## config.mk

```make
export PLATFORM = sky130hd
export DESIGN_NAME = gesture_motion_sequencer
export DESIGN_NICKNAME = d
export VERILOG_FILES = /design/src/rtl/gesture_motion_sequencer.sv
export SDC_FILE = /design/constraint.sdc
export NUM_CORES = 1
export LEC_CHECK = 0
export ABC_AREA = 1
export BUFFER_PORTS_ARGS = -buffer_cell sky130_fd_sc_hd__buf_2
export CAP_MARGIN = 20
export CORE_AREA = 10 10 203 205
export DETAILED_ROUTE_END_ITERATION = 16
export DIE_AREA = 0 0 213 215
export PLACE_DENSITY = 0.79
export RECOVER_POWER = 50
export SLEW_MARGIN = 30
export SYNTH_ARGS = -nofsm -noshare
export SYNTH_HDL_FRONTEND = slang
export SYNTH_SLANG_ARGS = --single-unit
```

## constraint.sdc

```tcl
create_clock -name clk -period 7.3 [get_ports clk]
set_clock_uncertainty 0.05 [all_clocks]
set_input_delay 1.46 -clock clk [delete_from_list [all_inputs] [get_ports clk]]
set_output_delay 1.46 -clock clk [all_outputs]
set_load 0.01 [all_outputs]
```

## src/rtl/gesture_motion_sequencer.sv

```systemverilog
`default_nettype none
// ============================================================================
// Module      : gesture_motion_sequencer
// Description : Five-channel servo motion sequencer for a robotic hand. It
//               accepts a set of target pulse widths in IDLE, clamps them to
//               the safe range, and then walks every channel toward its
//               target by at most STEP_US once per servo frame. It finishes
//               with a one-cycle done pulse when all channels arrive or the
//               motion is aborted.
// Ports       : clk          - system clock, rising edge
//               reset        - synchronous reset, active-high
//               cmd_valid    - target command present
//               cmd_ready    - high in IDLE, command can be accepted
//               cmd_targets  - 5 x 16-bit target widths in us
//                              (thumb, index, middle, ring, pinky from LSB)
//               cmd_abort    - freeze motion at the current widths
//               width_out    - registered per-channel widths, same packing
//               busy         - high whenever not IDLE
//               done         - one-cycle pulse at motion end or abort
// Revision    : 1.0 - initial release
// ============================================================================
module gesture_motion_sequencer #(
    parameter int FRAME_CYCLES = 1000000,
    parameter int STEP_US      = 10,
    parameter int MIN_US       = 1000,
    parameter int MAX_US       = 2000
) (
    input  logic        clk,
    input  logic        reset,
    input  logic        cmd_valid,
    output logic        cmd_ready,
    input  logic [79:0] cmd_targets,
    input  logic        cmd_abort,
    output logic [79:0] width_out,
    output logic        busy,
    output logic        done
);

    localparam int              CNT_W      = (FRAME_CYCLES > 1) ? $clog2(FRAME_CYCLES) : 1;
    localparam logic [CNT_W-1:0] C_CNT_LAST = CNT_W'(FRAME_CYCLES - 1);
    localparam logic [15:0]     C_MIN      = 16'(MIN_US);
    localparam logic [15:0]     C_MAX      = 16'(MAX_US);
    localparam logic [15:0]     C_STEP     = 16'(STEP_US);
    localparam logic [15:0]     C_RESET_US = 16'd1500;
    localparam int              C_NCH      = 5;

    typedef enum logic [1:0] {
        IDLE = 2'd0,
        MOVE = 2'd1,
        DONE = 2'd2
    } state_t;

    state_t           r_state;
    state_t           w_next_state;
    logic [CNT_W-1:0] r_frame_cnt;
    logic [15:0]      r_width   [C_NCH];
    logic [15:0]      r_target  [C_NCH];
    logic [15:0]      w_clamped [C_NCH];
    logic [15:0]      w_stepped [C_NCH];
    logic [C_NCH-1:0] w_ch_at_target;
    logic             w_all_at_target;
    logic             w_accept;
    logic             w_frame_end;

    // Per-channel clamp of the incoming command and the next-frame width.
    // The distance is formed first so the step can never pass the target.
    for (genvar i = 0; i < C_NCH; i++) begin : g_ch
        logic [15:0] w_cmd;
        logic        w_up;
        logic [15:0] w_diff;
        logic [15:0] w_step;

        assign w_cmd  = cmd_targets[16*i +: 16];
        assign w_clamped[i] = (w_cmd < C_MIN) ? C_MIN :
                              (w_cmd > C_MAX) ? C_MAX : w_cmd;
        assign w_up   = (r_target[i] >= r_width[i]);
        assign w_diff = w_up ? (r_target[i] - r_width[i]) : (r_width[i] - r_target[i]);
        assign w_step = (w_diff < C_STEP) ? w_diff : C_STEP;
        assign w_stepped[i] = w_up ? (r_width[i] + w_step) : (r_width[i] - w_step);
        assign w_ch_at_target[i] = (r_width[i] == r_target[i]);
        assign width_out[16*i +: 16] = r_width[i];
    end

    assign w_all_at_target = &w_ch_at_target;
    assign w_accept        = (r_state == IDLE) && cmd_valid;
    assign w_frame_end     = (r_frame_cnt == C_CNT_LAST);

    // State register
    always_ff @(posedge clk) begin
        if (reset) begin
            r_state <= IDLE;
        end else begin
            r_state <= w_next_state;
        end
    end

    // Next-state and status outputs
    always_comb begin
        w_next_state = r_state;
        cmd_ready    = 1'b0;
        busy         = 1'b1;
        done         = 1'b0;
        case (r_state)
            IDLE: begin
                cmd_ready = 1'b1;
                busy      = 1'b0;
                if (cmd_valid) begin
                    w_next_state = MOVE;
                end
            end
            MOVE: begin
                // Arrival is checked every cycle, so a command that asks for
                // the current widths completes without waiting for a frame.
                if (cmd_abort || w_all_at_target) begin
                    w_next_state = DONE;
                end
            end
            DONE: begin
                done         = 1'b1;
                w_next_state = IDLE;
            end
            default: begin
                w_next_state = IDLE;
            end
        endcase
    end

    // Targets, widths and frame timing
    always_ff @(posedge clk) begin
        if (reset) begin
            r_frame_cnt <= '0;
            for (int i = 0; i < C_NCH; i++) begin
                r_width[i]  <= C_RESET_US;
                r_target[i] <= C_RESET_US;
            end
        end else if (w_accept) begin
            r_frame_cnt <= '0;
            for (int i = 0; i < C_NCH; i++) begin
                r_target[i] <= w_clamped[i];
            end
        end else if (r_state == MOVE) begin
            if (cmd_abort) begin
                // Abort beats a coincident frame tick: widths stay put.
                for (int i = 0; i < C_NCH; i++) begin
                    r_target[i] <= r_width[i];
                end
            end else if (w_frame_end) begin
                r_frame_cnt <= '0;
                for (int i = 0; i < C_NCH; i++) begin
                    r_width[i] <= w_stepped[i];
                end
            end else begin
                r_frame_cnt <= r_frame_cnt + CNT_W'(1);
            end
        end
    end

endmodule
`default_nettype wire
```

# ---- Word level (Yosys, flattened, before mapping)
# Memory sizes are Yosys's and may differ from the RTL's.
# Cells that the tools add are included.
dict set report word_totals {
  elab_cells 141
  memories 2
  in_bits 84
  ramBits 160
  reg_bits 22
  out_inout_bits 83
}
# memory words word_bits rd rd_clocked_by_memory_dff write_ports line_no
set memory_table {}
lappend memory_table {r_target 5 16 5 0 5 57} ;# logic [15:0] r_target [C_NCH];
lappend memory_table {r_width 5 16 5 0 5 56} ;# logic [15:0] r_width [C_NCH];
dict set report op_classes {
  n_bitwise 16
  n_addsub 21
  n_lt_le_gt_ge 20
  n_eq_ne 10
  muxes 63
  n_reduce_logical 7
}
# op count
set op_table {}
lappend op_table {{2-to-1 mux 16 bit} 40}
lappend op_table {{subtractor 16 bit} 15}
lappend op_table {{adder 16 bit} 5}
lappend op_table {{== test 16 bit} 5}
lappend op_table {{greater-or-equal comparator 16 bit} 5}
lappend op_table {{greater-than comparator 16 x 11 -> 1 bit, second input constant} 5}
lappend op_table {{< comparator 16 x 10 -> 1 bit, second input constant} 5}
lappend op_table {{< comparator 16 x 4 -> 1 bit, second input constant} 5}
lappend op_table {{adder 20 x 1 -> 20 bit, second input constant} 1}
lappend op_table {{== test 20 bit, second input constant} 1}
lappend op_table {{2-to-1 mux 20 bit} 1}
lappend op_table {{2-to-1 mux 1 bit} 19}
lappend op_table {{bitwise OR 1 bit} 15}
lappend op_table {{AND reduction 5 bit} 1}
lappend op_table {{2-to-1 mux 2 bit} 2}
lappend op_table {{inequality test 2 bit, second input constant} 2}
lappend op_table {{one-hot mux 2 bit (2 select lines)} 1}
lappend op_table {{AND reduction 2 bit} 2}
lappend op_table {{== test 2 x 1 -> 1 bit, second input constant} 1}
lappend op_table {{== test 2 bit, second input constant} 1}
lappend op_table {{logical NOT 2 bit} 1}
lappend op_table {{OR reduction 2 bit} 1}
lappend op_table {{logical AND 1 bit} 1}
lappend op_table {{logical OR 1 bit} 1}
lappend op_table {{inverter 1 bit} 1}

# ---- Longest topological paths before layout
dict set report depth {
  ltp_word 8
  mapped_depth 40
  ltp_nobuf 39
}

# ---- Worst setup path before layout
# Ideal clock, no wire load.
dict set report synth_timing {
  path_type {register -> register}
  start {memory r_width[3][0] (netlist: r_width[0][48])}
  end {memory r_width[3][13] (netlist: r_width[0][61]), data pin}
  arrival_time_ns 4.871
  setup_slack_ns 2.125
  setup_ns 0.254
  stages_incl_launch_ff 37
  synth_period_minus_slack_ns 5.175
  required_ns 6.996
  path_cell_list {edfxtp_1 > ha_1 > fa_1 > o21ai_2 > nand2_1 > nand3_2 > nand2_1 > inv_2 > nor2_4 > inv_2 > buf_6 > nand2_1 > o21ai_2 > nand2_4 > nand2_1 > nand2_1 > nor2_2 > and2_4 > buf_6 > inv_2 > nor2_4 > inv_2 > ha_1 > nor2_1 > xnor2_2 > ha_1 > nand2_1 > nand2_1 > a31oi_1 > o21ai_0 > a21boi_0 > o21ai_0 > nand2_1 > inv_1 > a21boi_0 > o21ai_0 > o21a_1}
}
# element line_no
set synth_rtl {}
lappend synth_rtl {{start, declared} 56}

==> summary by stage <==
STA
The pin slew with the least headroom to its limit is between 3 and 4 ns. The number of endpoints failing setup at the final stage is 0. The number of failing hold endpoints at the final stage is 0. The final worst-path setup slack is approximately 0.53 ns. In the finished design, the share of the clock period the worst path needs comes to 0.928. The summed negative setup slack over all endpoints is 0 ns. Derived from the worst setup path, the maximum achievable clock frequency is around 150 MHz.

Setup repair after global routing left no endpoint under its margin. The routed design could run at a clock period as short as approximately 6.8 ns. The final max-slew violation count is 180. The worst relative slew slack is -1.13.

Finish
Summing all non-filler instances in the final layout gives an area of 23500 µm². The share of post-route cells with drive strength above 1 is 0.0740. The relative area change from synthesis to final layout is 7.24%. The most frequent standard cell in the layout excluding fill and tap cells is nand2_1. The final-stage net count is ~3.8k. The repair_antennas step left the layout with diodes totalling 0. The number of inserted filler cells in the final layout is approximately 3.5k.

The top cell types in the final layout, fill and taps aside, are nand2_1, inv_1, nor2_1. At the end of the flow the core is filled with cells to 0.632.

Outcome
The checks that failed: max-capacitance violations, max-slew violations. The run finished, with violations left.

CTS
The number of H-tree levels is 4. Counting the buffers created by CTS gives 17. For this design, the sink count on the clock tree is about 180. In this run the post-CTS setup repair buffer count came out at 0. In this run, post-CTS repair resized a total of 0 instances. The post-cts hold buffer count is 0. The cell sitting at the root of the clock tree is a clkbuf_16. The clock-pin slew reported for the worst setup and hold paths after clock tree synthesis is 0.08 ns. The TritonCTS clock tree is built. The clock reaches the later pin of the worst-skew pair after about 0.5 ns.

In this run the deepest clock path goes through 2 buffers.

Power and ir drop
For this design the ratio of total power to cell area is 172 nW/µm². The design draws ~4 mW. The leakage component of the power is 11.8 nW. The worst-case IR drop observed on VDD is 205 µV.

Setup path
The worst reg-to-reg path cell count is 36. The destination of the worst register-to-register timing path is r_width[0][61]$_SDFFCE_PN0P_. The internal reg-to-reg setup slack is slightly below 0.7 ns.

Data arrives at the worst endpoint at around 6.9 ns. The data required time at the worst endpoint is roughly 7.4 ns. STA classifies the critical path endpoint as a register. The category of the most critical setup path is in2reg.

The startpoint of the worst register-to-register path is r_width[0][58]$_SDFFCE_PN1P_. The critical path startpoint category is a primary input. Of all nets on the critical path, the largest fanout is 57. The launching instance or port of the critical path is reset.

Synth
The synthesized area is between 20000 and 25000 µm². Synthesis handed over a netlist of 3274 instances. The count of yosys warnings during synthesis is 0. The fraction of registers with async set or reset after synthesis is 0. After synthesis, the netlist uses 66 different library cells. The number of nets in the synthesized netlist is 3623. The mean post-synth cell area is roughly 6.7 µm². Among all flip-flop cells after synthesis, the most frequent one is edfxtp_1. The share of the yosys chip area belonging to registers is 0.239. Yosys mapped a number of flops with a built-in enable equal to between 150 and 200.

The register bit total from synthesis is roughly 180.

Hold path
In this run the worst hold path is classified as reg2reg. The count of cells along the worst hold path is 2. The worst hold path terminates at r_frame_cnt[17]$_SDFFE_PP0P_. The hold path startpoint is r_frame_cnt[17]$_SDFFE_PP0P_.

GRT
The wire length of the first global-routing pass is about 110 mm. The via count of the first global-routing pass was about 21k. The initial antenna violation count was 0. For this run the aggregate overflow at the end of global routing stands at 0.

In the global route stage, overall resource usage came out at 0.291. Entering global routing, the biggest net connects slightly below 60 pins.

Detailed routing
The via count is 22.1k. After detailed routing, the number of remaining DRC violations is 0. The average wire length per cell after detail routing is 17.5 µm. The first routing iteration left about 1.9k violations. The first-pass detailed-route iteration total is 7. The count of nets left with antenna violations after detail routing is 0. The final wirelength is slightly below 70 mm. The number of vias per cell after detailed routing is roughly 5.7.

Run
The max-capacitance violation count is 4.

Placed design
The standard cell area after detailed placement is around 23000 µm². The count of input and output buffers is 166. The final weighted congestion in routability-driven placement is slightly below 1. Summed over all nets, the half-perimeter wirelength after detailed placement is around 54 mm. The placement-stage worst setup slack is 0.827 ns.

Floorplan
The top-level port count is around 170. The floorplan step set the die width to approximately 210 µm. In this run the standard cell core region covers 37200 µm².

The starting density of the core is 0.589. The die height is ~220 µm. The number of placement rows is between 70 and 80.

The floorplan step defined a die boundary enclosing about 46000 µm².
==> synth_stat cells (9+ instances only) <==
cell,number,area (µm²)
nand4_1,28,175
fa_1,15,300
o21ai_1,15,75.1
clkbuf_1,20,75.1
nand3_2,10,100
a21oi_1,249,1250
buf_4,12,90.1
nand2_2,30,188
a31oi_1,49,307
buf_2,17,85.1
o21bai_1,20,150
nor4_1,10,62.6
nand3b_1,9,67.6
buf_6,11,124
inv_2,22,82.6
inv_1,546,2050
dfxtp_1,22,440
ha_1,250,3130
a22oi_1,13,97.6
edfxtp_1,160,4800
nand3_1,146,731
nand2_1,891,3340
nor3_1,41,205
o21ai_0,154,771
o21a_1,17,128
nor2_1,272,1020
nor2_4,13,146
xor2_1,90,788
o211ai_1,9,67.6
a21o_1,11,82.6
a21boi_0,9,67.6
xnor2_1,17,149
nor2_2,18,113
==> flip-flops by register name, summed over array words and instances, names as in the netlist <==
register and cells:
r_target 80, r_frame_cnt 20, r_state 2, r_width 80
==> worst max-delay path: stages <==
cell and delay [ns]:
clkbuf_1 0.12, nor3_1 0.23, clkbuf_1 1.92, inv_1 0.21, nand2_1 2.22, buf_4 0.66
==> through the flow <==
step	hold WS (ns)	std cells
after global routing	0.483	3893
final	0.445	3893
after global placement	0.418	3861
after CTS	0.446	3893
after detailed placement	0.431	3861
after floorplan	0.397	3274
==> kinds of logic after synthesis <==
family / after synthesis / share of synthesized area
AO/OA/AOI/OAI: 582 / 0.151
XOR/XNOR: 108 / 0.0435
adder cells (fa/ha/maj): 265 / 0.156
buffers and inverters: 635 / 0.116
flip-flops: 182 / 0.239
AND/OR/NAND/NOR: 1502 / 0.295
==> layer usage <==
metal | part of all wire | vias to the layer above | routed length [µm] | global-route usage
met5 | 0 | - | 0 | 0
met4 | 0.032 | 0 | 2180 | 0.108
met3 | 0.068 | 134 | 4650 | 0.0381
met2 | 0.46 | 831 | 31600 | 0.484
met1 | 0.44 | 10240 | 29700 | 0.376
li1 | - | 10858 | - | -
==> worst max-delay path by stage <==
stage	to	slack [ns]
finish	r_target[0][33]$_DFFE_PP_	0.53
global placement	r_width[0][61]$_SDFFCE_PN0P_	0.88
CTS	r_width[0][61]$_SDFFCE_PN0P_	0.79
global route	r_width[0][61]$_SDFFCE_PN0P_	0.18
floorplan	r_width[0][61]$_SDFFCE_PN0P_	2.13
detailed placement	r_width[0][61]$_SDFFCE_PN0P_	0.83
==> report_power, final <==
| part | total (mW) | internal [mW] | leakage (nW) | switching [mW] |
|---|---|---|---|---|
| combinational | 1.81 | 0.601 | 9.84 | 1.21 |
| sequential | 1.26 | 1.20 | 1.72 | 0.0616 |
| clock | 0.971 | 0.473 | 0.286 | 0.498 |
==> cell type report <==
| class | instances | area (µm²) | area share |
|---|---|---|---|
| multi-input combinational | 2457 | 14200 | 0.602 |
| sequential | 182 | 5250 | 0.223 |
| inverter | 572 | 2150 | 0.0914 |
| timing repair buffer | 176 | 793 | 0.0337 |
| tap | 474 | 593 | 0.0252 |
| clock buffer | 19 | 454 | 0.0193 |
| clock inverter | 13 | 130 | 0.00553 |
Note: power is estimated with default switching activity, not from simulation.
